`config.mk`:
```
export PLATFORM = sky130hd
export DESIGN_NAME = e_s_hs
export DESIGN_NICKNAME = d
export VERILOG_FILES = /design/src/rtl/e_s_pkg.sv /design/src/rtl/e_s_canal_in.sv /design/src/rtl/e_s_hs.sv
export SDC_FILE = /design/constraint.sdc
export NUM_CORES = 1
export LEC_CHECK = 0
export CORE_MARGIN = 4
export CORE_UTILIZATION = 49
export CTS_CLUSTER_SIZE = 14
export DETAILED_ROUTE_END_ITERATION = 16
export PLACE_DENSITY_LB_ADDON = 0.3
export REMOVE_ABC_BUFFERS = 1
export SLEW_MARGIN = 20
export SYNTH_ARGS = -nofsm -noshare
export SYNTH_HDL_FRONTEND = slang
export SYNTH_HIERARCHICAL = 1
export SYNTH_SLANG_ARGS = --single-unit
```
`constraint.sdc`:
```
create_clock -name clk -period 3.6 [get_ports clk]
set_input_delay 0.54 -clock clk [delete_from_list [all_inputs] [get_ports clk]]
set_output_delay 0.54 -clock clk [all_outputs]
set_load 0.01 [all_outputs]
```
`src/rtl/e_s_pkg.sv`:
```
// Shared constants and helpers for the handshaked CPU I/O block.
package e_s_pkg;

    localparam logic SRC_MEM = 1'b0;
    localparam logic SRC_REG = 1'b1;

    // Bit offset of channel k inside a packed NCH*width bus.
    function automatic int unsigned chan_slice(input int unsigned k, input int unsigned width);
        return k * width;
    endfunction

endpackage

```
`src/rtl/e_s_canal_in.sv`:
```
// One input channel: strobe-captured latch with full and sticky overrun flags.
module e_s_canal_in #(
    parameter int unsigned WIDTH = 8
) (
    input  logic             clk,
    input  logic             reset,
    input  logic             stb,
    input  logic [WIDTH-1:0] din,
    input  logic             consume,
    output logic [WIDTH-1:0] dout,
    output logic             full,
    output logic             ovf
);

    always_ff @(posedge clk) begin
        if (reset) begin
            dout <= '0;
            full <= 1'b0;
            ovf  <= 1'b0;
        end else if (stb && (!full || consume)) begin
            // A read in the same cycle frees the slot, so the new sample is taken without overrun.
            dout <= din;
            full <= 1'b1;
            ovf  <= 1'b0;
        end else if (stb) begin
            ovf <= 1'b1;
        end else if (consume) begin
            full <= 1'b0;
            ovf  <= 1'b0;
        end
    end

endmodule

```
`src/rtl/e_s_hs.sv`:
```
// CPU I/O block: NCH strobe-captured input channels and NCH handshaked output channels.
module e_s_hs
    import e_s_pkg::*;
#(
    parameter int unsigned WIDTH  = 8,
    parameter int unsigned NCH    = 4,
    parameter int unsigned IDW    = $clog2(NCH),
    parameter int unsigned OUT_HS = 1
) (
    input  logic                 clk,
    input  logic                 reset,
    input  logic                 sec,
    input  logic                 we,
    input  logic [IDW-1:0]       id_out,
    input  logic                 rd,
    input  logic [IDW-1:0]       id_in,
    input  logic [WIDTH-1:0]     data_mem,
    input  logic [WIDTH-1:0]     data_reg,
    input  logic [NCH*WIDTH-1:0] in_data,
    input  logic [NCH-1:0]       in_stb,
    input  logic [NCH-1:0]       out_ack,
    output logic [WIDTH-1:0]     data_in,
    output logic [NCH-1:0]       in_full,
    output logic [NCH-1:0]       in_ovf,
    output logic [NCH*WIDTH-1:0] out_data,
    output logic [NCH-1:0]       out_valid
);

    logic [WIDTH-1:0] lat    [NCH];
    logic [WIDTH-1:0] hold_q [NCH];
    logic             vld_q  [NCH];
    logic [WIDTH-1:0] src;

    assign src     = (sec == SRC_REG) ? data_reg : data_mem;
    assign data_in = lat[id_in];

    for (genvar k = 0; k < NCH; k++) begin : g_chan
        localparam int unsigned    OFS = chan_slice(k, WIDTH);
        localparam logic [IDW-1:0] KID = IDW'(k);

        e_s_canal_in #(
            .WIDTH(WIDTH)
        ) u_in (
            .clk    (clk),
            .reset  (reset),
            .stb    (in_stb[k]),
            .din    (in_data[OFS +: WIDTH]),
            .consume(rd && (id_in == KID)),
            .dout   (lat[k]),
            .full   (in_full[k]),
            .ovf    (in_ovf[k])
        );

        // A CPU write beats a same-cycle ack so fresh data is never dropped.
        always_ff @(posedge clk) begin
            if (reset) begin
                hold_q[k] <= '0;
                vld_q[k]  <= 1'b0;
            end else if (we && (id_out == KID)) begin
                hold_q[k] <= src;
                vld_q[k]  <= 1'b1;
            end else if (OUT_HS == 0) begin
                vld_q[k] <= 1'b0;
            end else if (out_ack[k]) begin
                vld_q[k] <= 1'b0;
            end
        end

        assign out_data[OFS +: WIDTH] = hold_q[k];
        assign out_valid[k]           = vld_q[k];
    end

endmodule

```
==> run_results.csv, run 1 <==
group,metric,value,unit
layout,layout_common_cells,"115 x clkdlybuf4s50_1, 64 x nand2b_1, 44 x mux2i_1",
synthesis,post-synth-top-area-cell,"edfxtp_1",
place,final_weighted_congestion_in_routability_driven_placement,0.783,
layout,flow.area_growth_from_synthesis,39.5,%
cts,cts_max_path_buffers,2,
critical_path,reg2regPathDepth,2,
floorplan,die_x,92.2,um
cts,clkSinkCount,76,
synthesis,synth_area_per_cell,12.1,sq um
global_routing,grt_pass1_wl,12700,um
layout,final_common_cell,"clkdlybuf4s50_1",
floorplan,placement_rows,30,
timing,period_share,86.9,%
critical_path,crit_path_max_fanout,12,
synthesis,synth_top_cells_by_area,"edfxtp_1 31%, dfxtp_1 23%, mux2i_1 13%, nand2b_1 12%, mux4_2 5.2%",
power,cellLeakagePower,0.00185,uW
timing,setup_ws,471,ps
layout,fillerInstances,507,
timing,final_setup_skew,4.71,ps
critical_path,timing.critical_path.arrival,2590,ps
min_path,hp-class,"flop to flop",
min_path,worst_hold_startpoint,"g_chan[1].u_in/dout[3]",
synthesis,synth_top_area_share,31.1,%
timing,hold_ws,473,ps
min_path,hold_end,"g_chan[1].u_in/dout[3]",
timing,layout_min_cycle_time,3130,ps
synthesis,synth_cell_types,30,
global_routing,globalRouteTotalUtil,19.5,%
floorplan,initial_utilization,50.8,%
floorplan,core_area,0.00683,sq mm
min_path,holdPathStages,2,
layout,finish.net_count,460,
timing,timing.final.max_slew_violations,0,
synthesis,seq_area_frac_synth,54.2,%
place,dp.final_hpwl,6010,um
global_routing,maximum_number_of_pins_on_one_net_before_global_route_repair,68,
place,port_buffers,116,
synthesis,post_synth_mux_area_share,17.9,%
floorplan,dieHeight,92.2,um
detailed_routing,ant_nets,0,
synthesis,synth_warnings,6,
layout,drive_above_1_share,10.0,%
cts,worst_skew_pair.late_latency,340,ps
run,max_cap_violations,0,
synthesis,synthSimpleGateAreaFrac,19.1,%
floorplan,die-area,0.00850,sq mm
layout,finalInstanceArea,0.00485,sq mm
power,power_density_relative_to_cell_area,433,mW/mm^2
synthesis,post_synth_inst_count,288,
timing,worst_slew_pin_slew,725,ps
detailed_routing,detail_route.drc_violations,0,
detailed_routing,routed_wl,7940,um
global_routing,global_route.overflow_total,0,
layout,num_antenna_cells,0,
cts,cts.htree.levels,3,
synthesis,largest_family_of_logic_cells_by_synthesized_area,"simple AND/OR/NAND/NOR gates",
cts,cts_root_buf,"clkbuf_8",
synthesis,post_synth_xor_area_fraction,0,%
timing,setup_viol,0,
synthesis,ys_seq_elements,76,
place,post_dp_cell_area,0.00461,sq mm
detailed_routing,dr.pass1.iters,4,
timing,setup_repair_after_global_routing_missed_its_margin,"no",
floorplan,io-pin-count,117,
detailed_routing,route.detailed.vias_per_inst,5.01,
synthesis,synth_fa_ha_area_share,0,%
critical_path,path_class,"input port to primary output",
cts,post_cts.repair.setup_buffers,0,
place,dpl.cell_count,480,
synthesis,synthesis.area,0.00347,sq mm
synthesis,synth-compound-area-share,3.60,%
critical_path,cp-end-kind,"primary output",
critical_path,timing.rr.end,"g_chan[2].u_in/dout[2]",
outcome,status,"finished clean",
layout,instances_no_fill,496,
power,vdd.ir_drop.worst,0.249,mV
timing,hold_violations,0,
global_routing,grt_pass1_vias,2549,
critical_path,ff2ff_setup_slack,2330,ps
cts,cts-buffers-inserted,9,
detailed_routing,via_count,2483,
global_routing,antenna_found_initial,0,
critical_path,timing.critical_path.required,3060,ps
critical_path,crit-reg2reg-launch,"g_chan[2].u_in/full",
detailed_routing,drt_first_iter_violations,92,
timing,fmax,0.320,GHz
cts,cts-hold-fix-buffers,0,
cts,post_cts_resize_count,0,
timing,fin_tns_setup,0,ps
cts,tritoncts,"done",
cts,clkSlewWorstSetupHoldPaths,70,ps
timing,max_slew_margin,51.5,%
critical_path,cp-start-kind,"input port",
place,pre_cts_setup_slack,456,ps
detailed_routing,routed_wire_length_per_instance,16.0,um
==> state kept, by name, summed over array words and instances (netlist names) <==
name	flops
hold_q	32
vld_q	4
g_chan.u_in/dout	32
g_chan.u_in/full	4
g_chan.u_in/ovf	4
==> synth_stat cells, drive strengths merged <==
master and n:
a311o 1, dfxtp 40, inv 9, nand4bb 2, and3b 1, a21boi 4
or4b 1, a21o 2, a21oi 4, nand2b 64, clkbuf 3, buf 18
nor3b 1, a31o 2, mux4 8, mux2i 44, nor2b 1, or2 1
and3 1, nor3 4, edfxtp 36, nand4b 1, nand2 1, nor2 37
a211o 2
==> power by group <==
part | switching, uW | internal [uW] | leakage [uW]
clock network | 313 | 458 | 0.000115
registers | 26.4 | 965 | 0.000688
logic | 137 | 199 | 0.00105
==> metal layers <==
| metal | share of wire (%) | track usage (%) | up-vias | wire (um) |
|---|---|---|---|---|
| met5 | 0 | 0 | - | 0 |
| met3 | 10 | 7.71 | 12 | 831 |
| met2 | 49 | 33.9 | 102 | 3900 |
| met1 | 39 | 21.1 | 1169 | 3090 |
| li1 | - | - | 1200 | - |
| met4 | 1.5 | 8.04 | 0 | 119 |
==> worst max-delay path, stage by stage <==
cell             delay [ps]
clkdlybuf4s50_1         940
mux4_2                  610
clkdlybuf4s50_1         500
==> layout make-up <==
class	count	area (sq um)	share of cell area [%]
Sequential cell	76	1880	38.8
Multi-Input combinational cell	182	1410	29.1
Timing Repair Buffer	117	1160	24.0
Clock buffer	9	124	2.56
Tap cell	96	120	2.48
Clock inverter	7	114	2.35
Inverter	9	33.8	0.697
==> stage by stage <==
step | util (%) | total power [uW]
floorplan | - | 1140
global placement | 67.5 | 1340
detailed placement | 67.5 | 1350
CTS | 70.9 | 2120
global route | 70.9 | 2190
finish | 70.9 | 2100
==> worst max path at each step <==
stage | from | endpoint | slack [ps] | depth (start not counted)
after CTS | id_in[0] | data_in[1] | 460 | 3
after global routing | id_in[0] | data_in[3] | 360 | 3
final | id_in[0] | data_in[1] | 470 | 3
after global placement | id_in[0] | data_in[1] | 500 | 3
after floorplan | id_in[0] | data_in[0] | 2010 | 1
after detailed placement | id_in[0] | data_in[1] | 460 | 3
==> logic make-up (layout without fill, tap and decap cells) <==
| logic type | Yosys count | after routing |
|---|---|---|
| compound gates | 15 | 15 |
| buf+inv | 30 | 142 |
| flops | 76 | 76 |
| mux | 52 | 52 |
| simple gates | 115 | 115 |
No activity file was read; power rests on OpenSTA's default activity.
==> run 2: changes to the inputs <==
--- a/config.mk
+++ b/config.mk
@@ -7,6 +7,7 @@
 export LEC_CHECK = 0
 export CORE_MARGIN = 4
 export CORE_UTILIZATION = 49
+export CTS_CLUSTER_DIAMETER = 40
 export CTS_CLUSTER_SIZE = 14
 export DETAILED_ROUTE_END_ITERATION = 16
 export PLACE_DENSITY_LB_ADDON = 0.3
==> results of run 2 <==
The final DEF is identical to that of run 1; final timing and power are the same.
==> run 3: changes to the inputs <==
--- a/config.mk
+++ b/config.mk
@@ -5,11 +5,12 @@
 export SDC_FILE = /design/constraint.sdc
 export NUM_CORES = 1
 export LEC_CHECK = 0
-export CORE_MARGIN = 4
+export CORE_MARGIN = 2
 export CORE_UTILIZATION = 49
 export CTS_CLUSTER_DIAMETER = 40
 export CTS_CLUSTER_SIZE = 14
 export DETAILED_ROUTE_END_ITERATION = 16
+export MAX_ROUTING_LAYER = met4
 export PLACE_DENSITY_LB_ADDON = 0.3
 export REMOVE_ABC_BUFFERS = 1
 export SLEW_MARGIN = 20
==> run_results.csv, run 3 (synthesis results as in run 1) <==
group,metric,value,unit
global_routing,maximum_number_of_pins_on_one_net_before_global_route_repair,49,
power,seq_power_share,47.2,%
critical_path,critical-path-max-stage-delay,910,ps
place,dpl.cell_count,481,
timing,final_setup_skew,10.5,ps
timing,hold_violations,0,
layout,num_antenna_cells,0,
global_routing,grt_pass1_vias,2465,
cts,cts_max_path_buffers,2,
global_routing,global_route.overflow_total,0,
global_routing,globalRouteTotalUtil,21.2,%
detailed_routing,route.layer.met1.wl,3350,um
critical_path,crit_path_max_fanout,11,
min_path,hp-class,"flop to flop",
layout,finalInstanceArea,0.00486,sq mm
place,final_weighted_congestion_in_routability_driven_placement,0.723,
timing,fmax,0.323,GHz
min_path,worst_hold_startpoint,"g_chan[2].u_in/dout[2]",
layout,final_common_cell,"clkdlybuf4s50_1",
cts,clkSlewWorstSetupHoldPaths,70,ps
cts,post_cts.repair.setup_buffers,0,
cts,cts-hold-fix-buffers,0,
detailed_routing,drt_first_iter_violations,93,
detailed_routing,routed_wire_length_per_instance,15.8,um
cts,cts_root_buf,"clkbuf_8",
power,power_switching_share,22.6,%
critical_path,path_class,"input port to primary output",
critical_path,crit-reg2reg-launch,"g_chan[0].u_in/full",
floorplan,initial_utilization,50.8,%
power,net-switching-power,474,uW
critical_path,worstPathCellList,"clkdlybuf4s50_1 > mux4_2 > clkdlybuf4s50_1",
floorplan,dieHeight,88.2,um
detailed_routing,routed_wl,7850,um
layout,flow.area_growth_from_synthesis,39.8,%
cts,post_cts_resize_count,0,
floorplan,io-pin-count,117,
timing,fin_tns_setup,0,ps
cts,tritoncts,"done",
critical_path,critical_path.startpoint,"id_in[0]",
detailed_routing,dr.pass1.iters,4,
detailed_routing,route.detailed.vias_per_inst,4.94,
floorplan,core_area,0.00683,sq mm
critical_path,timing.critical_path.required,3060,ps
detailed_routing,wl_met3,574,um
layout,registers_with_the_highest_flip_flop_counts,"g_chan.u_in/dout x32, hold_q x32",
layout,multiInputGateArea,0.00141,sq mm
timing,worst_slew_pin_slew,701,ps
power,clockPowerShare,36.8,%
power,power.total,2100,uW
floorplan,die_x,88.2,um
layout,layout_common_cells,"115 x clkdlybuf4s50_1, 64 x nand2b_1, 44 x mux2i_1",
layout,layout.core_utilization,71.1,%
power,internal_power,1630,uW
power,power_density_relative_to_cell_area,433,mW/mm^2
power,cellLeakagePower,0.00186,uW
power,power_frac_comb,16.0,%
layout,fillerInstances,515,
detailed_routing,detail_route.drc_violations,0,
run,max_cap_violations,0,
detailed_routing,ant_nets,0,
critical_path,cp-start-kind,"input port",
detailed_routing,dr_wl_met2,3870,um
cts,cts-buffers-inserted,9,
timing,layout_min_cycle_time,3090,ps
layout,instances_no_fill,497,
outcome,status,"finished clean",
global_routing,grt_pass1_wl,11900,um
place,port_buffers,116,
floorplan,die-area,0.00778,sq mm
layout,drive_above_1_share,10.5,%
power,vdd.ir_drop.worst,0.254,mV
critical_path,critPathSlowestCell,"clkdlybuf4s50_1",
detailed_routing,highest-signal-layer,"met4",
cts,worst_skew_pair.late_latency,340,ps
detailed_routing,via_count,2457,
timing,setup_viol,0,
timing,setup_repair_after_global_routing_missed_its_margin,"no",
place,post_dp_cell_area,0.00462,sq mm
critical_path,cp_common_cell,"clkdlybuf4s50_1",
timing,period_share,86.0,%
critical_path,timing.critical_path.arrival,2550,ps
timing,max_slew_margin,53.0,%
place,dp.final_hpwl,5800,um
timing,timing.final.max_slew_violations,0,
global_routing,antenna_found_initial,0,
layout,area.sequential,0.00188,sq mm
cts,clkSinkCount,76,
floorplan,placement_rows,30,
cts,cts.htree.levels,3,
critical_path,cp-end-kind,"primary output",
layout,finish.net_count,461,
-- run 3: layout make-up --
cell class	instances	share of cell area [%]
clock buffers	10	2.63
inverters	9	0.696
repair buffers	118	24.1
multi-input cells	182	29.0
clock inverters	6	2.32
flip-flops and latches	76	38.8
well taps	96	2.47
-- run 3: worst paths after layout --
check	end	slack, ps	depth (start not counted)
max	data_in[0]	510	3
max reg2reg	g_chan[0].u_in/dout[1]	2340	2
min reg2reg	g_chan[2].u_in/dout[2]	480	2
min	g_chan[2].u_in/dout[2]	480	2
-- run 3: metal layers --
metal  global-route usage (%)  vias to the layer above
met5                        -                        -
met4                     6.06                        0
li1                         -                     1200
met1                     24.5                     1163
met2                     35.6                       90
met3                     6.50                        4
-- run 3: metrics by stage --
step	setup WS [ps]	hold WS, ps
6_report	505	475
3_3_place_gp	506	456
4_1_cts	477	480
3_5_place_dp	485	460
2_1_floorplan	2010	445
5_1_grt	414	494
-- run 3: critical path: cells and delay by family --
kind | cells | cell delay (ps)
multiplexers | 1 | 600
buffers and inverters | 2 | 1410
-- run 3: power by group through the flow --
stage	Combinational (uW)	Clock (uW)	Sequential, uW
final	337	773	991
after global routing	361	826	998
after CTS	342	787	992
after detailed placement	340	0	1010
after global placement	333	0	1010
after floorplan	117	0	1020
